===== src/rtl/mem_access_unit_if.sv =====
// Requester-side handshake bundle for mem_access_unit.
// req_*: access request; rsp_*: response channel.
interface mem_access_unit_if;
  logic        req_valid;
  logic        req_ready;
  logic        req_write;
  logic [1:0]  req_mode;
  logic        req_signed;
  logic [11:0] req_addr;
  logic [31:0] req_wdata;
  logic        rsp_valid;
  logic        rsp_ready;
  logic [31:0] rsp_rdata;
  logic        rsp_err;

  modport master (
    output req_valid, req_write, req_mode,
    output req_signed, req_addr, req_wdata,
    output rsp_ready,
    input  req_ready, rsp_valid,
    input  rsp_rdata, rsp_err
  );

  modport slave (
    input  req_valid, req_write, req_mode,
    input  req_signed, req_addr, req_wdata,
    input  rsp_ready,
    output req_ready, rsp_valid,
    output rsp_rdata, rsp_err
  );
endinterface


===== src/rtl/mem_access_unit.sv =====
// Sized load/store unit: checks alignment and drives a RAM.
// Ports: clk, clr_n, bus (slave handshake), ram_* memory side.
module mem_access_unit #(
  parameter logic [1:0] BYTE_MODE  = 2'b00,
  parameter logic [1:0] DBYTE_MODE = 2'b01,
  parameter logic [1:0] WORD_MODE  = 2'b10
) (
  input  logic                clk,
  input  logic                clr_n,
  mem_access_unit_if.slave    bus,
  output logic [11:0]         ram_addr,
  output logic [31:0]         ram_data_in,
  output logic [1:0]          ram_mode,
  output logic                ram_memwrite,
  input  logic [31:0]         ram_data_out
);

  typedef enum logic [1:0] {
    IDLE,
    ACCESS,
    RESP
  } state_t;

  state_t      state;
  logic        write_q;
  logic        signed_q;
  logic        bad;
  logic [31:0] ext;

  always_comb begin
    bad = 1'b0;
    unique case (1'b1)
      (bus.req_mode == 2'b11):
        bad = 1'b1;
      (bus.req_mode == DBYTE_MODE):
        bad = bus.req_addr[0];
      (bus.req_mode == WORD_MODE):
        bad = (bus.req_addr[1:0] != 2'b00);
      default:
        bad = 1'b0;
    endcase
  end

  // ram_mode holds the latched size, so it selects the extension.
  always_comb begin
    ext = ram_data_out;
    unique case (1'b1)
      (ram_mode == BYTE_MODE):
        ext = {{24{signed_q & ram_data_out[7]}},
               ram_data_out[7:0]};
      (ram_mode == DBYTE_MODE):
        ext = {{16{signed_q & ram_data_out[15]}},
               ram_data_out[15:0]};
      default:
        ext = ram_data_out;
    endcase
  end

  always_ff @(posedge clk or negedge clr_n) begin
    if (!clr_n) begin
      state         <= IDLE;
      bus.req_ready <= 1'b1;
      bus.rsp_valid <= 1'b0;
      bus.rsp_err   <= 1'b0;
      bus.rsp_rdata <= 32'd0;
      ram_memwrite  <= 1'b0;
      ram_addr      <= 12'd0;
      ram_mode      <= 2'd0;
      ram_data_in   <= 32'd0;
      write_q       <= 1'b0;
      signed_q      <= 1'b0;
    end else begin
      unique case (state)
        IDLE: begin
          if (bus.req_valid && bus.req_ready) begin
            write_q       <= bus.req_write;
            signed_q      <= bus.req_signed;
            ram_addr      <= bus.req_addr;
            ram_mode      <= bus.req_mode;
            ram_data_in   <= bus.req_wdata;
            bus.req_ready <= 1'b0;
            bus.rsp_rdata <= 32'd0;
            if (bad) begin
              state         <= RESP;
              bus.rsp_err   <= 1'b1;
              bus.rsp_valid <= 1'b1;
            end else begin
              state        <= ACCESS;
              bus.rsp_err  <= 1'b0;
              ram_memwrite <= bus.req_write;
            end
          end
        end
        ACCESS: begin
          state         <= RESP;
          ram_memwrite  <= 1'b0;
          bus.rsp_valid <= 1'b1;
          bus.rsp_rdata <= write_q ? 32'd0 : ext;
        end
        RESP: begin
          if (bus.rsp_ready) begin
            state         <= IDLE;
            bus.rsp_valid <= 1'b0;
            bus.req_ready <= 1'b1;
          end
        end
        default: begin
          state         <= IDLE;
          ram_memwrite  <= 1'b0;
          bus.rsp_valid <= 1'b0;
          bus.req_ready <= 1'b1;
        end
      endcase
    end
  end

endmodule


===== src/flat_wrapper.sv =====
// flat-port wrapper written by rule: the top's interface ports become plain ports
module mem_access_unit_flat 
#(
  parameter logic [1:0] BYTE_MODE  = 2'b00,
  parameter logic [1:0] DBYTE_MODE = 2'b01,
  parameter logic [1:0] WORD_MODE  = 2'b10
)
  (clk, clr_n, ram_addr, ram_data_in, ram_mode, ram_memwrite, ram_data_out, bus_req_valid, bus_req_write, bus_req_mode, bus_req_signed, bus_req_addr, bus_req_wdata, bus_rsp_ready, bus_req_ready, bus_rsp_valid, bus_rsp_rdata, bus_rsp_err);
  mem_access_unit_if bus_i ();
  input  logic clk;
  input  logic clr_n;
  output logic [11:0] ram_addr;
  output logic [31:0] ram_data_in;
  output logic [1:0] ram_mode;
  output logic ram_memwrite;
  input  logic [31:0] ram_data_out;
  input wire logic [$bits(bus_i.req_valid)-1:0] bus_req_valid;
  input wire logic [$bits(bus_i.req_write)-1:0] bus_req_write;
  input wire logic [$bits(bus_i.req_mode)-1:0] bus_req_mode;
  input wire logic [$bits(bus_i.req_signed)-1:0] bus_req_signed;
  input wire logic [$bits(bus_i.req_addr)-1:0] bus_req_addr;
  input wire logic [$bits(bus_i.req_wdata)-1:0] bus_req_wdata;
  input wire logic [$bits(bus_i.rsp_ready)-1:0] bus_rsp_ready;
  output wire logic [$bits(bus_i.req_ready)-1:0] bus_req_ready;
  output wire logic [$bits(bus_i.rsp_valid)-1:0] bus_rsp_valid;
  output wire logic [$bits(bus_i.rsp_rdata)-1:0] bus_rsp_rdata;
  output wire logic [$bits(bus_i.rsp_err)-1:0] bus_rsp_err;
  assign bus_i.req_valid = bus_req_valid;
  assign bus_i.req_write = bus_req_write;
  assign bus_i.req_mode = bus_req_mode;
  assign bus_i.req_signed = bus_req_signed;
  assign bus_i.req_addr = bus_req_addr;
  assign bus_i.req_wdata = bus_req_wdata;
  assign bus_i.rsp_ready = bus_rsp_ready;
  assign bus_req_ready = bus_i.req_ready;
  assign bus_rsp_valid = bus_i.rsp_valid;
  assign bus_rsp_rdata = bus_i.rsp_rdata;
  assign bus_rsp_err = bus_i.rsp_err;
  mem_access_unit #(.BYTE_MODE(BYTE_MODE), .DBYTE_MODE(DBYTE_MODE), .WORD_MODE(WORD_MODE)) u_core (.clk(clk), .clr_n(clr_n), .bus(bus_i), .ram_addr(ram_addr), .ram_data_in(ram_data_in), .ram_mode(ram_mode), .ram_memwrite(ram_memwrite), .ram_data_out(ram_data_out));
endmodule

===== config.mk =====
export PLATFORM = sky130hd
export DESIGN_NAME = mem_access_unit_flat
export DESIGN_NICKNAME = d
export VERILOG_FILES = /design/src/rtl/mem_access_unit_if.sv /design/src/rtl/mem_access_unit.sv /design/src/flat_wrapper.sv
export SDC_FILE = /design/constraint.sdc
export NUM_CORES = 1
export LEC_CHECK = 0
export ABC_AREA = 0
export BUFFER_PORTS_ARGS = -buffer_cell sky130_fd_sc_hd__buf_2
export CAP_MARGIN = 0
export CELL_PAD_IN_SITES_DETAIL_PLACEMENT = 1
export CELL_PAD_IN_SITES_GLOBAL_PLACEMENT = 2
export CORE_ASPECT_RATIO = 0.9
export CORE_MARGIN = 4
export CORE_UTILIZATION = 32
export CTS_BUF_LIST = sky130_fd_sc_hd__clkbuf_2 sky130_fd_sc_hd__clkbuf_4 sky130_fd_sc_hd__clkbuf_8
export CTS_CLUSTER_DIAMETER = 50
export DETAILED_ROUTE_END_ITERATION = 10
export GPL_TIMING_DRIVEN = 0
export PLACE_DENSITY = 0.86
export SETUP_SLACK_MARGIN = 0.5
export SLEW_MARGIN = 5
export SYNTH_ARGS = -nofsm -noshare
export SYNTH_HDL_FRONTEND = slang
export SYNTH_SLANG_ARGS = --single-unit

===== constraint.sdc =====
create_clock -name clk -period 2.2 [get_ports clk]
set_input_delay 0 -clock clk [delete_from_list [all_inputs] [get_ports clk]]
set_output_delay 0 -clock clk [all_outputs]
set_load 0.03 [all_outputs]

==> summary.md, run 1 <==
| Metric | Value |
|---|---|
| Fin crit period | ~1.6 ns |
| WHS Endpoint | u_core.bus.rsp_rdata[13] |
| Die Width | 117 um |
| Clock skew | 0.0113 ns |
| CTS sink count | 86 |
| Crit path arrival time | 1.85 ns |
| Main synth FF type | dfrtp_1 |
| Initial core utilization | 33.2% |
| Max H-tree Level | 3 |
| Multi-input gate area | 1200 um2 |
| Final Cell Area | 5550 um2 |
| Max Fclk | 623 MHz |
| Finish-stage setup viols | 0 |
| FF+latch count, synth | 86 |
| Synth Instances | 242 |
| Post-synth top area share | around 62% |
| R2R cell count | 5 |
| Crit path buf inv count | 2 |
| Critical path class | reg -> reg |
| R2R Path End | u_core.ram_addr[2] |
| First-pass GRT wire length | 19,000 um |
| Routed WL per cell | 17.9 um |
| Die Y | about 110 um |
| Max incr delay on CP | 0.55 ns |
| Number of CTS-inserted buffers | 9 |
| Detailed Route WL | between 10,000 and 15,000 um |
| Reg2reg start | u_core.bus.req_ready |
| Via density | 4.75 |
| Post-Syn Area | 3440 um2 |
| Crit path cell chain | nand2_1 > nor3_4 > buf_6 > buf_6 > mux2_2 |
| Synth area leader | dfrtp_1 |
| Dpl hpwl | 7080 um |
| Number of fill cells | 1,118 |
| Setup TNS | 0 ns |
| Final GP Congestion | about 0.74 |
| Data required, critical path | 2.44 ns |
| Synthesis-to-finish area growth | 61.4% |
| Hold Crit Class | in -> reg |
| Maximum vdd drop | 0.721 mV |
| RSZ-0062 raised after global routing | false |
| I/O pins | 166 |
| Gr usage total | 18.9% |
| Power per Cell Area | roughly 1400 nW/um2 |
| Most used cell, CP | buf_6 |
| Placed cell areas | about 4500 um2 |
| Root Driver | clkbuf_8 |
| Period utilisation layout | about 73% |
| Num rows | 35 |
| IO Port Bufs | 165 |
| Reg area | 2150 um2 |
| Clk Latency, worst-skew pair | 0.35 ns |
| Startpoint Class | flop |
| Post-synth ARST share | 100% |
| Clock buffer depth | 2 |
| Fin. Hold Viols | 0 |
| Core footprint | between 10,000 and 15,000 um2 |
| Reg2reg setup slack | between 0.5 and 0.6 ns |
| Vias | just over 3,000 |
| Max-cap violations | 0 |
| Ys Warns | 0 |
| Total gr overflow | 0 |
| Slew Viols, Final | 0 |
| Synth cell count leaders | dfrtp_1, mux2_2, nor2b_1 |
| Max-Slew Margin vs Limit | 61.5% |
| Layout Nets | 589 |
| CP Max Fanout | 10 |
| Number of global-route vias before repair | ~3,500 |
| Drt drc | 0 |
| Post-synth EDFFs | 0 |
| Share of post-route cells with drive strength above 1 | 48.8% |
| Crit-path slowest cell | dfstp_2 |
| Seq/Total Area, Yosys | 62.6% |
| Most common cell in the synthesized netlist | dfrtp_1 |
| Antenna-violating nets left | 0 |
| Initial drt markers | around 150 |
| CTS tree | built |
| Synthesized Nets | roughly 330 |
| Pre-Repair DR Iteration Count | 4 |
| Die Area | 12,500 um2 |
| Top cells by area, synth | dfrtp_1, mux2_2, a22o_1 |
| CP delay by family, top | flip-flops |
| Synth cell types | 29 |
| Static Leak | ~0.0028 uW |
| Min-delay src | ram_data_out[13] |
| Worst-path clk slew | 0.09 ns |
| Hold Path Depth | 4 |
| CP Capture Type | flop |
| Status | complete, no violations |
| Largest net degree at the start of global routing | 46 |
| Syn Area/Cell | 14.2 um2 |
| Initial antenna violation count | 1 |
| Worst-Margin Slew | approximately 0.58 ns |
==> cells by family (layout without fill, tap and decap cells) <==
logic type / Yosys count / count (layout) / share of synthesized area [%]
compound gates: 49 / 49 / 11.5
simple gates: 38 / 38 / 6.62
buf+inv: 18 / 286 / 2.62
other cells: 0 / 1 / 0
flops: 86 / 86 / 62.6
mux: 51 / 51 / 16.7
==> metrics by stage <==
stage	hold slack [ns]	std cells	setup slack, ns	util [%]	total power, uW
after floorplan	-0.296	242	0.560	-	5140
after global placement	0.217	536	0.345	42.7	6190
after detailed placement	0.0376	537	0.415	43.0	6300
after CTS	0.000506	634	0.523	52.9	7630
after global routing	0.0122	640	0.506	53.5	8120
final	0.0173	640	0.595	53.5	7650
==> what timing repair did <==
item / in CTS / in global routing
setup endpoints to repair: 49 / 59
setup buffers: 0 / 5
resized for setup: 6 / 6
endpoints found under the hold margin: 121 / 0
hold buffers: 81 / 0
pin swaps: 0 / 3
==> area by class of cell <==
type	instances	share of cell area, %
inverter	2	0.135
antenna	1	0.0451
timing repair buffer	252	30.8
tap	129	2.91
clock inverter	2	0.631
sequential	86	38.8
multi-input combinational	138	21.7
clock buffer	14	3.02
buffer	16	2.05
==> worst min-delay path: stages <==
cell	delay (ns)
buf_2	0.08
o21ai_0	0.07
nand2_1	0.07
a22o_1	0.12
==> report_power, final <==
part	internal (uW)	total (uW)	switching (uW)
combinational	1420	3790	2370
clock	607	1160	549
sequential	2290	2700	416
==> layout by cell type (no fill, tap or decap) <==
cell type / n
o2bb2ai_1: 16
mux2_2: 46
o31a_1: 1
nand4bb_1: 1
o2111ai_1: 1
buf_6: 7
buf_2: 168
o21ai_0: 10
dfrtp_1: 85
dlygate4sd3_1: 81
inv_1: 2
nand2_1: 10
nand2b_1: 3
buf_1: 1
mux2_1: 4
clkbuf_1: 4
a22o_1: 16
nor2b_1: 17
o211ai_4: 1
a21o_1: 1
nor3b_4: 1
clkinv_2: 1
mux2i_1: 1
a21oi_1: 2
diode_2: 1
dfstp_2: 1
nor2_1: 1
clkbuf_4: 4
clkbuf_8: 10
o311a_1: 1
buf_16: 1
or2_2: 1
bufinv_16: 1
nor3_1: 3
nor3_4: 1
buf_4: 6
==> worst max path at each step <==
stage / cells past startpoint / endpoint / slack [ns] / start
2_1_floorplan: 5 / u_core.bus.rsp_rdata[21] / 0.56 / u_core.ram_mode[0]
3_3_place_gp: 1 / u_core.ram_data_in[9] / 0.34 / clr_n
3_5_place_dp: 4 / u_core.ram_mode[1] / 0.42 / u_core.bus.req_ready
4_1_cts: 4 / u_core.ram_mode[1] / 0.52 / u_core.bus.req_ready
5_1_grt: 4 / u_core.bus.rsp_rdata[13] / 0.51 / u_core.state[1]
6_report: 5 / u_core.ram_addr[2] / 0.59 / u_core.bus.req_ready
==> state kept, by name, indices dropped and copies added, names as in the netlist, 2 cells and up <==
register	flops
u_core.bus.rsp_rdata	32
u_core.state	2
u_core.ram_mode	2
u_core.ram_data_in	32
u_core.ram_addr	12
==> layer usage <==
layer  up-vias  GRT usage [%]  wire length [um]
li1       1396              -                 -
met1      1514           21.5              4440
met2       105           34.0              5980
met3        22           6.28               814
met4         0           5.86               220
met5         -              0                 0
Note: power is estimated with default switching activity, not from simulation.
==> run 2, diff against run 1 <==
Settings changed: ABC_AREA 0 to 1, CORE_UTILIZATION 32 to 26, PLACE_DENSITY 0.86 to 0.81.
Clock period 2.2 ns to 1.55 ns, I/O delays scaled along.
==> run 2 against run 1 <==
Effect of this change:
- final area increased by 16%
- via count increased by 27%
- sequential power decreased by 17%
- clock power increased by 33%
- largest power group is now sequential cells
- highest routed layer unchanged
==> summary.md, run 2 <==
| Metric | Value |
|---|---|
| Status | complete, no violations |
| Post-synth top area share | 59.8% |
| Seq/Total Area, Yosys | slightly above 60% |
| Finish-stage setup viols | 0 |
| P_sw | 956 uW |
| Die Width | about 130 um |
| R2R Path End | u_core.ram_data_in[11] |
| Most common cell in the synthesized netlist | nand2_1 |
| Period utilisation layout | approximately 92% |
| Fin crit period | 1.43 ns |
| Levels on crit path | 7 |
| Routed WL per cell | 15.1 um |
| Data required, critical path | between 1.5 and 2 ns |
| Core footprint | 13,400 um2 |
| Reg area | between 2000 and 2500 um2 |
| CP startpoint | u_core.bus.req_ready |
| Most used cell, CP | nand2_1 |
| Top Registers | u_core.bus.rsp_rdata (32), u_core.ram_data_in (32), u_core.ram_addr (12) |
| Seq pwr share | 54.2% |
| FF+latch count, synth | 86 |
| Post-Syn Area | about 3600 um2 |
| Logic gate share of total power | 8.7% |
| Hold WS | 0.155 ns |
| Num rows | 40 |
| Reg2reg setup slack | 0.12 ns |
| Hold Crit Class | in -> reg |
| Final GP Congestion | approximately 0.74 |
| Synth Instances | 436 |
| Multi-input gate area | between 1000 and 1500 um2 |
| Crit path buf inv count | 3 |
| Ys Warns | 0 |
| Die Area | 15,600 um2 |
| Synthesis-to-finish area growth | 80.5% |
| Initial antenna violation count | 0 |
| Slew Viols, Final | 0 |
| Vias | slightly below 4,000 |
| CP Capture Type | flop |
| Largest net degree at the start of global routing | 46 |
| Reg2reg start | u_core.bus.req_ready |
| Synth cell count leaders | nand2_1, dfrtp_1, inv_1 |
| Root Driver | clkbuf_8 |
| I/O pins | between 150 and 200 |
| Die Y | between 100 and 150 um |
| IO Port Bufs | roughly 170 |
| Synth cell types | 18 |
| Max H-tree Level | 3 |
| Post-synth EDFFs | 0 |
| Most common cell after layout, fill and taps aside | nand2_1 |
| Startpoint Class | flop |
| Critical path class | reg -> reg |
| Crit-path slowest cell | dfstp_2 |
| Share of post-route cells with drive strength above 1 | 41.1% |
| Gr usage total | 17.8% |
| Number of global-route vias before repair | roughly 4,400 |
| Max Fclk | between 600 and 700 MHz |
| Clock skew | 0.0118 ns |
| Power Internal | roughly 3200 uW |
| R2R cell count | 7 |
| Drt drc | 0 |
| Number of fill cells | 1,588 |
| Fin. Hold Viols | 0 |
| Initial drt markers | 108 |
| Top cells by area, synth | dfrtp_1, nand2_1, inv_1 |
| Antenna-violating nets left | 0 |
| Max incr delay on CP | 0.56 ns |
| Sw frac | a little under a quarter |
| Synth area leader | dfrtp_1 |
| Main synth FF type | dfrtp_1 |
| Layout Nets | around 810 |
| Number of CTS-inserted buffers | 9 |
| Dpl hpwl | 8520 um |
| N_diodes | 0 |
| Worst-path clk slew | 0.09 ns |
| Max-Slew Margin vs Limit | slightly above 60% |
| Max-cap violations | 0 |
| End point of the critical path | u_core.ram_data_in[11] |
| Clk Latency, worst-skew pair | ~0.37 ns |
| Maximum vdd drop | 0.603 mV |
| Clock buffer depth | 2 |
| Post-synth ARST share | 100% |
| CP delay by family, top | flip-flops |
| Detailed Route WL | roughly 14,000 um |
| Final core utilization | 48.1% |
| First-pass GRT wire length | around 23,000 um |
| Crit path arrival time | 1.68 ns |
| CP Max Fanout | 10 |
| Syn Area/Cell | ~8.2 um2 |
| Static Leak | ~0.0038 uW |
| Synthesized Nets | 520 |
| Most frequent cells in the layout | nand2_1, buf_2, dlygate4sd3_1 |
| Power per Cell Area | 644 nW/um2 |
| Total gr overflow | 0 |
| Worst-Margin Slew | slightly below 0.6 ns |
| Crit path cell chain | nand2_4 > nor3_4 > inv_2 > buf_6 > clkbuf_16 > nand2_1 > nand2_1 |
| Initial core utilization | approximately a quarter |
| Clock Power Share | 37.1% |
| CTS tree | built |
| CTS sink count | between 80 and 90 |
| Via density | 4.27 |
| RSZ-0062 raised after global routing | true |
| Pre-Repair DR Iteration Count | 4 |
[run 2: cells by family (layout without fill, tap and decap cells)]
family | Yosys count | count (layout) | share of synthesized area (%)
buf+inv | 44 | 341 | 5.24
simple gates | 277 | 277 | 30.2
compound gates | 29 | 29 | 4.08
flops | 86 | 86 | 60.5
[run 2: worst min-delay path: cells and delay by family]
kind                   cells  cell delay [ns]
buffers and inverters      2             0.24
and+or+nand+nor            4             0.25
[run 2: how the worst min path moves through the flow]
stage	startpoint	to	slack, ns	cells past startpoint
detailed placement	clr_n	u_core.bus.rsp_rdata[10]	0.04	1
finish	bus_req_valid	u_core.state[0]	0.16	6
global placement	bus_req_wdata[19]	u_core.ram_data_in[19]	0.20	3
CTS	bus_req_valid	u_core.state[0]	0.11	6
global route	bus_req_valid	u_core.state[0]	0.15	6
floorplan	clr_n	u_core.bus.rsp_err	-0.30	0
[run 2: layout make-up]
cell class,count,area share (%)
clock inverter,1,0.0779
clock buffer,15,2.73
multi-input combinational,306,22.6
buffer,20,3.99
tap,168,3.27
inverter,24,1.48
sequential,86,33.6
timing repair buffer,281,32.2
[run 2: power groups by stage]
stage | logic, uW | registers (uW) | clock network, uW
2_1_floorplan | 15.8 | 2290 | 0
3_3_place_gp | 170 | 2290 | 0
3_5_place_dp | 184 | 2290 | 0
4_1_cts | 352 | 2240 | 1620
5_1_grt | 397 | 2240 | 1690
6_report | 359 | 2240 | 1540
[run 2: timing repair]
| action | 4_1_cts | 5_1_grt |
|---|---|---|
| endpoints found under the setup margin | 87 | 87 |
| cloned | 4 | 2 |
| hold endpoints to repair | 123 | 0 |
| hold buffers | 82 | 0 |
| resized for setup | 80 | 54 |
| pin swaps | 11 | 14 |
| buffers inserted | 25 | 2 |
[run 2: routing by layer]
metal | global-route usage [%] | vias up | routed length, um
li1 | - | 1901 | -
met1 | 20.4 | 1823 | 5640
met2 | 31.5 | 116 | 6850
met3 | 6.93 | 11 | 992
met4 | 3.87 | 0 | 121
met5 | 0 | - | 0
[run 2: through the flow]
stage          instance area (um2)  total power, uW  setup slack (ns)  std cells  TNS [ns]
2_1_floorplan                 3620             2300            0.0820        436         0
3_3_place_gp                  4660             2460            -0.535        769    -32.81
3_5_place_dp                  4690             2470           -0.0969        770     -1.08
4_1_cts                       6190             4210             0.125        897         0
5_1_grt                       6420             4330            0.0321        901         0
6_report                      6420             4140             0.121        901         0
